--- src/rtl/maple_tx_if.sv ---
// Byte stream into the Maple transmitter: payload, frame-last flag and valid/ready handshake.
interface maple_tx_if;
  logic [7:0] tx_data;
  logic       tx_valid;
  logic       tx_last;
  logic       tx_ready;

  modport master (output tx_data, output tx_valid, output tx_last, input  tx_ready);
  modport slave  (input  tx_data, input  tx_valid, input  tx_last, output tx_ready);
endinterface

--- src/rtl/maple_tx.sv ---
// Maple bus transmitter: frames streamed bytes onto SDCKA/SDCKB with start/end patterns
// and an optional trailing XOR checksum byte.
module maple_tx #(
  parameter int unsigned PHASE_TICKS = 20,
  parameter bit          APPEND_CRC  = 1'b1
) (
  input  logic      clk,
  input  logic      reset,
  maple_tx_if.slave tx,
  output logic      pin1_out,
  output logic      pin5_out,
  output logic      pins_oe,
  output logic      busy,
  output logic      done,
  output logic      underrun
);
  localparam int unsigned TW = (PHASE_TICKS > 1) ? $clog2(PHASE_TICKS) : 1;
  localparam int unsigned PW = 4;
  localparam int unsigned BW = 3;
  localparam logic [PW-1:0] START_LAST = PW'(10);
  localparam logic [PW-1:0] END_LAST   = PW'(5);

  typedef enum logic [2:0] {S_IDLE, S_START, S_DATA, S_CRC, S_END, S_RELEASE} state_t;

  state_t        state_q, state_n;
  logic [TW-1:0] tick_q, tick_n;
  logic [PW-1:0] phase_q, phase_n;
  logic [BW-1:0] bit_q, bit_n;
  logic          strobe_q, strobe_n;
  logic [7:0]    shift_q, shift_n;
  logic          last_q, last_n;
  logic [7:0]    csum_q, csum_n;
  logic          uflag_q, uflag_n;
  logic          hold_full_q, hold_full_n;
  logic [7:0]    hold_data_q, hold_data_n;
  logic          hold_last_q, hold_last_n;
  logic          pin1_n, pin5_n, oe_n, done_n, underrun_n;
  logic          line_clk, line_dat;
  logic          phase_end;

  assign phase_end   = (tick_q == TW'(PHASE_TICKS - 1));
  assign tx.tx_ready = ~hold_full_q;

  // Next-state, holding register and the pin values for the phase being entered
  always_comb begin
    state_n     = state_q;
    phase_n     = phase_q;
    bit_n       = bit_q;
    strobe_n    = strobe_q;
    shift_n     = shift_q;
    last_n      = last_q;
    csum_n      = csum_q;
    uflag_n     = uflag_q;
    hold_full_n = hold_full_q;
    hold_data_n = hold_data_q;
    hold_last_n = hold_last_q;
    done_n      = 1'b0;
    underrun_n  = 1'b0;
    pin1_n      = 1'b1;
    pin5_n      = 1'b1;
    oe_n        = 1'b1;
    line_clk    = 1'b1;
    line_dat    = 1'b1;
    tick_n      = (state_q == S_IDLE || phase_end) ? '0 : tick_q + TW'(1);

    case (state_q)
      S_IDLE: begin
        if (hold_full_q) begin
          state_n     = S_START;
          phase_n     = '0;
          shift_n     = hold_data_q;
          last_n      = hold_last_q;
          hold_full_n = 1'b0;
          csum_n      = '0;
          uflag_n     = 1'b0;
        end
      end
      S_START: begin
        if (phase_end) begin
          if (phase_q == START_LAST) begin
            state_n  = S_DATA;
            bit_n    = BW'(7);
            strobe_n = 1'b0;
          end else begin
            phase_n = phase_q + PW'(1);
          end
        end
      end
      S_DATA, S_CRC: begin
        if (phase_end) begin
          if (!strobe_q) begin
            strobe_n = 1'b1;
          end else begin
            strobe_n = 1'b0;
            bit_n    = bit_q - BW'(1);
            if (bit_q == '0) begin
              bit_n = BW'(7);
              if (state_q == S_CRC) begin
                state_n = S_END;
                phase_n = '0;
              end else begin
                csum_n = csum_q ^ shift_q;
                if (last_q) begin
                  if (APPEND_CRC) begin
                    state_n = S_CRC;
                    shift_n = csum_q ^ shift_q;
                  end else begin
                    state_n = S_END;
                    phase_n = '0;
                  end
                end else if (hold_full_q) begin
                  shift_n     = hold_data_q;
                  last_n      = hold_last_q;
                  hold_full_n = 1'b0;
                end else begin
                  // Starved mid-frame: close the frame without a checksum
                  underrun_n = 1'b1;
                  uflag_n    = 1'b1;
                  state_n    = S_END;
                  phase_n    = '0;
                end
              end
            end
          end
        end
      end
      S_END: begin
        if (phase_end) begin
          if (phase_q == END_LAST) begin
            state_n = S_RELEASE;
          end else begin
            phase_n = phase_q + PW'(1);
          end
        end
      end
      S_RELEASE: begin
        if (phase_end) begin
          state_n = S_IDLE;
          done_n  = ~uflag_q;
        end
      end
      default: state_n = S_IDLE;
    endcase

    if (tx.tx_valid && !hold_full_q) begin
      hold_full_n = 1'b1;
      hold_data_n = tx.tx_data;
      hold_last_n = tx.tx_last;
    end

    // Line levels are a pure function of the upcoming state so they move only on phase boundaries
    case (state_n)
      S_IDLE: oe_n = 1'b0;
      S_START: begin
        if (phase_n >= PW'(1) && phase_n <= PW'(9)) pin1_n = 1'b0;
        if (phase_n >= PW'(2) && phase_n <= PW'(9)) pin5_n = phase_n[0];
      end
      S_DATA, S_CRC: begin
        line_clk = ~strobe_n;
        line_dat = shift_n[bit_n];
        if (bit_n[0]) begin
          pin1_n = line_clk;
          pin5_n = line_dat;
        end else begin
          pin5_n = line_clk;
          pin1_n = line_dat;
        end
      end
      S_END: begin
        if (phase_n <= PW'(4)) pin5_n = 1'b0;
        if (phase_n >= PW'(1) && phase_n <= PW'(4)) pin1_n = ~phase_n[0];
      end
      default: ;
    endcase
  end

  always_ff @(posedge clk or posedge reset) begin
    if (reset) begin
      state_q     <= S_IDLE;
      tick_q      <= '0;
      phase_q     <= '0;
      bit_q       <= BW'(7);
      strobe_q    <= 1'b0;
      shift_q     <= '0;
      last_q      <= 1'b0;
      csum_q      <= '0;
      uflag_q     <= 1'b0;
      hold_full_q <= 1'b0;
      hold_data_q <= '0;
      hold_last_q <= 1'b0;
      pin1_out    <= 1'b1;
      pin5_out    <= 1'b1;
      pins_oe     <= 1'b0;
      busy        <= 1'b0;
      done        <= 1'b0;
      underrun    <= 1'b0;
    end else begin
      state_q     <= state_n;
      tick_q      <= tick_n;
      phase_q     <= phase_n;
      bit_q       <= bit_n;
      strobe_q    <= strobe_n;
      shift_q     <= shift_n;
      last_q      <= last_n;
      csum_q      <= csum_n;
      uflag_q     <= uflag_n;
      hold_full_q <= hold_full_n;
      hold_data_q <= hold_data_n;
      hold_last_q <= hold_last_n;
      pin1_out    <= pin1_n;
      pin5_out    <= pin5_n;
      pins_oe     <= oe_n;
      busy        <= (state_n != S_IDLE);
      done        <= done_n;
      underrun    <= underrun_n;
    end
  end
endmodule

--- src/flat_wrapper.sv ---
// flat-port wrapper written by rule: the top's interface ports become plain ports
module maple_tx_flat 
#(
  parameter int unsigned PHASE_TICKS = 20,
  parameter bit          APPEND_CRC  = 1'b1
)
  (clk, reset, pin1_out, pin5_out, pins_oe, busy, done, underrun, tx_tx_data, tx_tx_valid, tx_tx_last, tx_tx_ready);
  maple_tx_if tx_i ();
  input  logic clk;
  input  logic reset;
  output logic pin1_out;
  output logic pin5_out;
  output logic pins_oe;
  output logic busy;
  output logic done;
  output logic underrun;
  input wire logic [$bits(tx_i.tx_data)-1:0] tx_tx_data;
  input wire logic [$bits(tx_i.tx_valid)-1:0] tx_tx_valid;
  input wire logic [$bits(tx_i.tx_last)-1:0] tx_tx_last;
  output wire logic [$bits(tx_i.tx_ready)-1:0] tx_tx_ready;
  assign tx_i.tx_data = tx_tx_data;
  assign tx_i.tx_valid = tx_tx_valid;
  assign tx_i.tx_last = tx_tx_last;
  assign tx_tx_ready = tx_i.tx_ready;
  maple_tx #(.PHASE_TICKS(PHASE_TICKS), .APPEND_CRC(APPEND_CRC)) u_core (.clk(clk), .reset(reset), .tx(tx_i), .pin1_out(pin1_out), .pin5_out(pin5_out), .pins_oe(pins_oe), .busy(busy), .done(done), .underrun(underrun));
endmodule
--- config.mk ---
export PLATFORM = sky130hd
export DESIGN_NAME = maple_tx_flat
export DESIGN_NICKNAME = d
export VERILOG_FILES = /design/src/rtl/maple_tx_if.sv /design/src/rtl/maple_tx.sv /design/src/flat_wrapper.sv
export SDC_FILE = /design/constraint.sdc
export NUM_CORES = 1
export LEC_CHECK = 0
export ABC_AREA = 0
export ABC_CLOCK_PERIOD_IN_PS = 7400
export CORE_MARGIN = 2
export CORE_UTILIZATION = 49
export CTS_CLUSTER_SIZE = 14
export DETAILED_ROUTE_END_ITERATION = 16
export PLACE_DENSITY = 0.78
export REMOVE_ABC_BUFFERS = 1
export SLEW_MARGIN = 20
export SYNTH_ARGS = -nofsm -noshare
export SYNTH_HDL_FRONTEND = slang
export SYNTH_SLANG_ARGS = --single-unit
--- constraint.sdc ---
create_clock -name clk -period 7.4 [get_ports clk]
set_clock_uncertainty 0.2 [all_clocks]
set_input_delay 0.74 -clock clk [delete_from_list [all_inputs] [get_ports clk]]
set_output_delay 0.74 -clock clk [all_outputs]
set_load 0.02 [all_outputs]
==> qor.yml <==
outcome: "complete, no violations"
clk_latency_ns: 0.31
drtIter0Drc: 201
yosys.cell_types.count: 65
dieArea_mm2: 0.006717
ys_seq_area_share_pct: 41.39
synth_area_leaders: "dfrtp_1, dfstp_2, o21ai_0"
initial_core_util_pct: 50.60
crit_chain: "nand2b_1, or4_1, o22a_1, o211a_1, a2111o_1, nand3_1, o211ai_1"
min_path_type: "reg2reg"
htreeDepth: 2
max-slew-margin-rel_pct: 42.11
drtPass1Iterations: 5
fmax_ghz: 0.3091
dp_hpwl_mm: 4.660
numPortBuffers: 18
wl_per_cell_um: 16.23
setup_viol: 0
grt_setup_unrepaired: "false"
startpoint_type: "flop"
final_common_cell: "dfrtp_1"
ios: 19
synthFlopType: "dfrtp_1"
finalHoldViolCount: 0
area_delta_synth_final_pct: 10.42
viasPerCell: 6.136
grt_pass1_wl_mm: 10.89
ys_async_sr_fraction_pct: 100.0
hold_buffers: 0
ctsResizeCount: 0
nNetsFinal: 345
antenna_found_initial: 0
drive_above_1_share_pct: 9.451
slew_viol_final: 0
critPathMaxFanout: 23
cp_top_family: "simple AND/OR/NAND/NOR gates"
cts-root-buf: "clkbuf_8"
grt_max_degree: 50
antenna_left: 0
cts.sinks: 49
cp_slowest_cell: "dfrtp_1"
post_cts_buffers: 0
power_leakage_uw: 0.001375
worstPathRequired_ns: 7.43
drc: 0
synth-seq-cells: 49
grt_overflow_total: 0
die_y_um: 81.96
slowest_delay_ns: 0.79
post-route-min-period_ns: 3.236
powerDensity_mw_per_mm2: 325.8
avgSynthCellArea_um2: 9.306
gp_congestion: 0.9128
synth_edf_count: 0
first_global_vias: 2320
clkSlewWorstSetupHoldPaths_ns: 0.10
drv_cap: 0
utilization_pct: 55.87
layout_worst_path_cycle_share_pct: 43.73
vdd.ir_drop.worst_mv: 0.1568
ys_warn_count: 0
track_usage_pct: 21.23
antennaDiodeCount: 0
cts_tree: "done"
rows: 28
n_fill_cell: 539
synth_top_area_share_pct: 36.97
worst_pin_slew_ns: 0.8665
critPathArrivalTime_ns: 3.26
vias: 2473
clockBufferDepth: 2
die_w_um: 81.96
worstSetupPathType: "reg2reg"
worst-path-buf-inv: 0
syn_inst: 320
cp-end-kind: "flop"
synth.largest_area_cell: "dfrtp_1"
wirelength_mm: 6.542
core_area_mm2: 0.005886
numCtsBuffers: 5
final_cell_mix: "dfrtp_1, o21ai_0, nor2_1"
fin_tns_setup_ns: 0
syn_area_mm2: 0.002978
==> worst register-to-register path, stage by stage, from the launching register on <==
cell and delay (ns):
dfrtp_1 0.79, nand2b_1 0.50, or4_1 0.71, o22a_1 0.28, o211a_1 0.13, a2111o_1 0.36, nand3_1 0.11, o211ai_1 0.09
==> routing by layer <==
metal	up-vias	part of all wire, %	routed length [µm]	track usage (%)
li1	1185	-	-	-
met1	1211	46	2990	28.49
met2	70	48	3141	34.15
met3	7	4.9	318	3.846
met4	0	1.4	91	8.000
met5	-	0	0	0
==> report_power, final <==
part	total, µW	switching [µW]	internal, µW
sequential	456	106	350
clock	192	90.2	102
combinational	424	210	214
==> cells in the mapped netlist (4+ instances only) <==
| master | number |
|---|---|
| a21oi_1 | 11 |
| a2bb2oi_1 | 5 |
| and2_1 | 5 |
| and3b_1 | 4 |
| buf_2 | 7 |
| clkbuf_1 | 9 |
| dfrtp_1 | 44 |
| dfstp_2 | 5 |
| ha_1 | 6 |
| inv_1 | 15 |
| mux2_2 | 11 |
| nand2_1 | 23 |
| nand2b_1 | 4 |
| nand3_1 | 13 |
| nand3b_1 | 5 |
| nor2_1 | 25 |
| nor2b_1 | 5 |
| o211ai_1 | 8 |
| o21a_1 | 5 |
| o21ai_0 | 26 |
| o22a_1 | 4 |
| o31ai_1 | 4 |
| xnor2_1 | 8 |
==> per-stage QoR <==
step / hold slack [ns] / instances / setup slack, ns / instance area (µm²) / total power (µW)
floorplan: 0.2096 / 300 / 4.291 / 2887 / 756.4
global placement: 0.2487 / 395 / 4.343 / 3176 / 866.4
detailed placement: 0.2456 / 395 / 4.248 / 3176 / 879.2
CTS: 0.2584 / 403 / 4.217 / 3287 / 1074
global route: 0.2674 / 403 / 3.929 / 3288 / 1147
finish: 0.2558 / 403 / 4.164 / 3288 / 1071
==> state kept, by name, indices dropped and copies added (netlist names), 3 cells and up <==
signal	flops
u_core.bit_q	3
u_core.csum_q	8
u_core.hold_data_q	8
u_core.phase_q	4
u_core.shift_q	8
u_core.state_q	3
u_core.tick_q	5
==> layout make-up <==
cell class	instances	area (µm²)	share of cell area [%]
multi-input cells	235	1594	48.48
flip-flops and latches	49	1232	37.48
repair buffers	20	195.2	5.936
well taps	75	93.84	2.854
clock buffers	6	72.57	2.207
inverters	16	61.31	1.865
clock inverters	2	38.79	1.180
==> final timing paths <==
check	start	to	slack, ns	cells past startpoint
setup / recovery	u_core.state_q[1]$_DFF_PP0_	u_core.pin5_out$_DFF_PP1_	4.16	7
min in group asynchronous	reset	u_core.hold_data_q[4]$_DFFE_PP0P_	0.67	2
max in group asynchronous	reset	u_core.phase_q[3]$_DFF_PP0_	5.82	2
hold reg to reg	u_core.uflag_q$_DFFE_PP0P_	u_core.done$_DFF_PP0_	0.26	1
hold / removal	u_core.uflag_q$_DFFE_PP0P_	u_core.done$_DFF_PP0_	0.26	1
setup reg to reg	u_core.state_q[1]$_DFF_PP0_	u_core.pin5_out$_DFF_PP1_	4.16	7
==> logic make-up (layout without fill, tap and decap cells) <==
| logic type | Yosys count | in the layout | share of synthesized area (%) |
|---|---|---|---|
| AOI/OAI and AO/OA | 100 | 100 | 23.78 |
| xor gates and xnor gates | 11 | 11 | 3.236 |
| adders and majority gates | 7 | 7 | 2.857 |
| buffers and inverters | 36 | 44 | 5.084 |
| and+or+nand+nor | 104 | 104 | 18.82 |
| DFF | 49 | 49 | 41.39 |
| muxes | 13 | 13 | 4.832 |
Note: power is estimated with default switching activity, not from simulation.
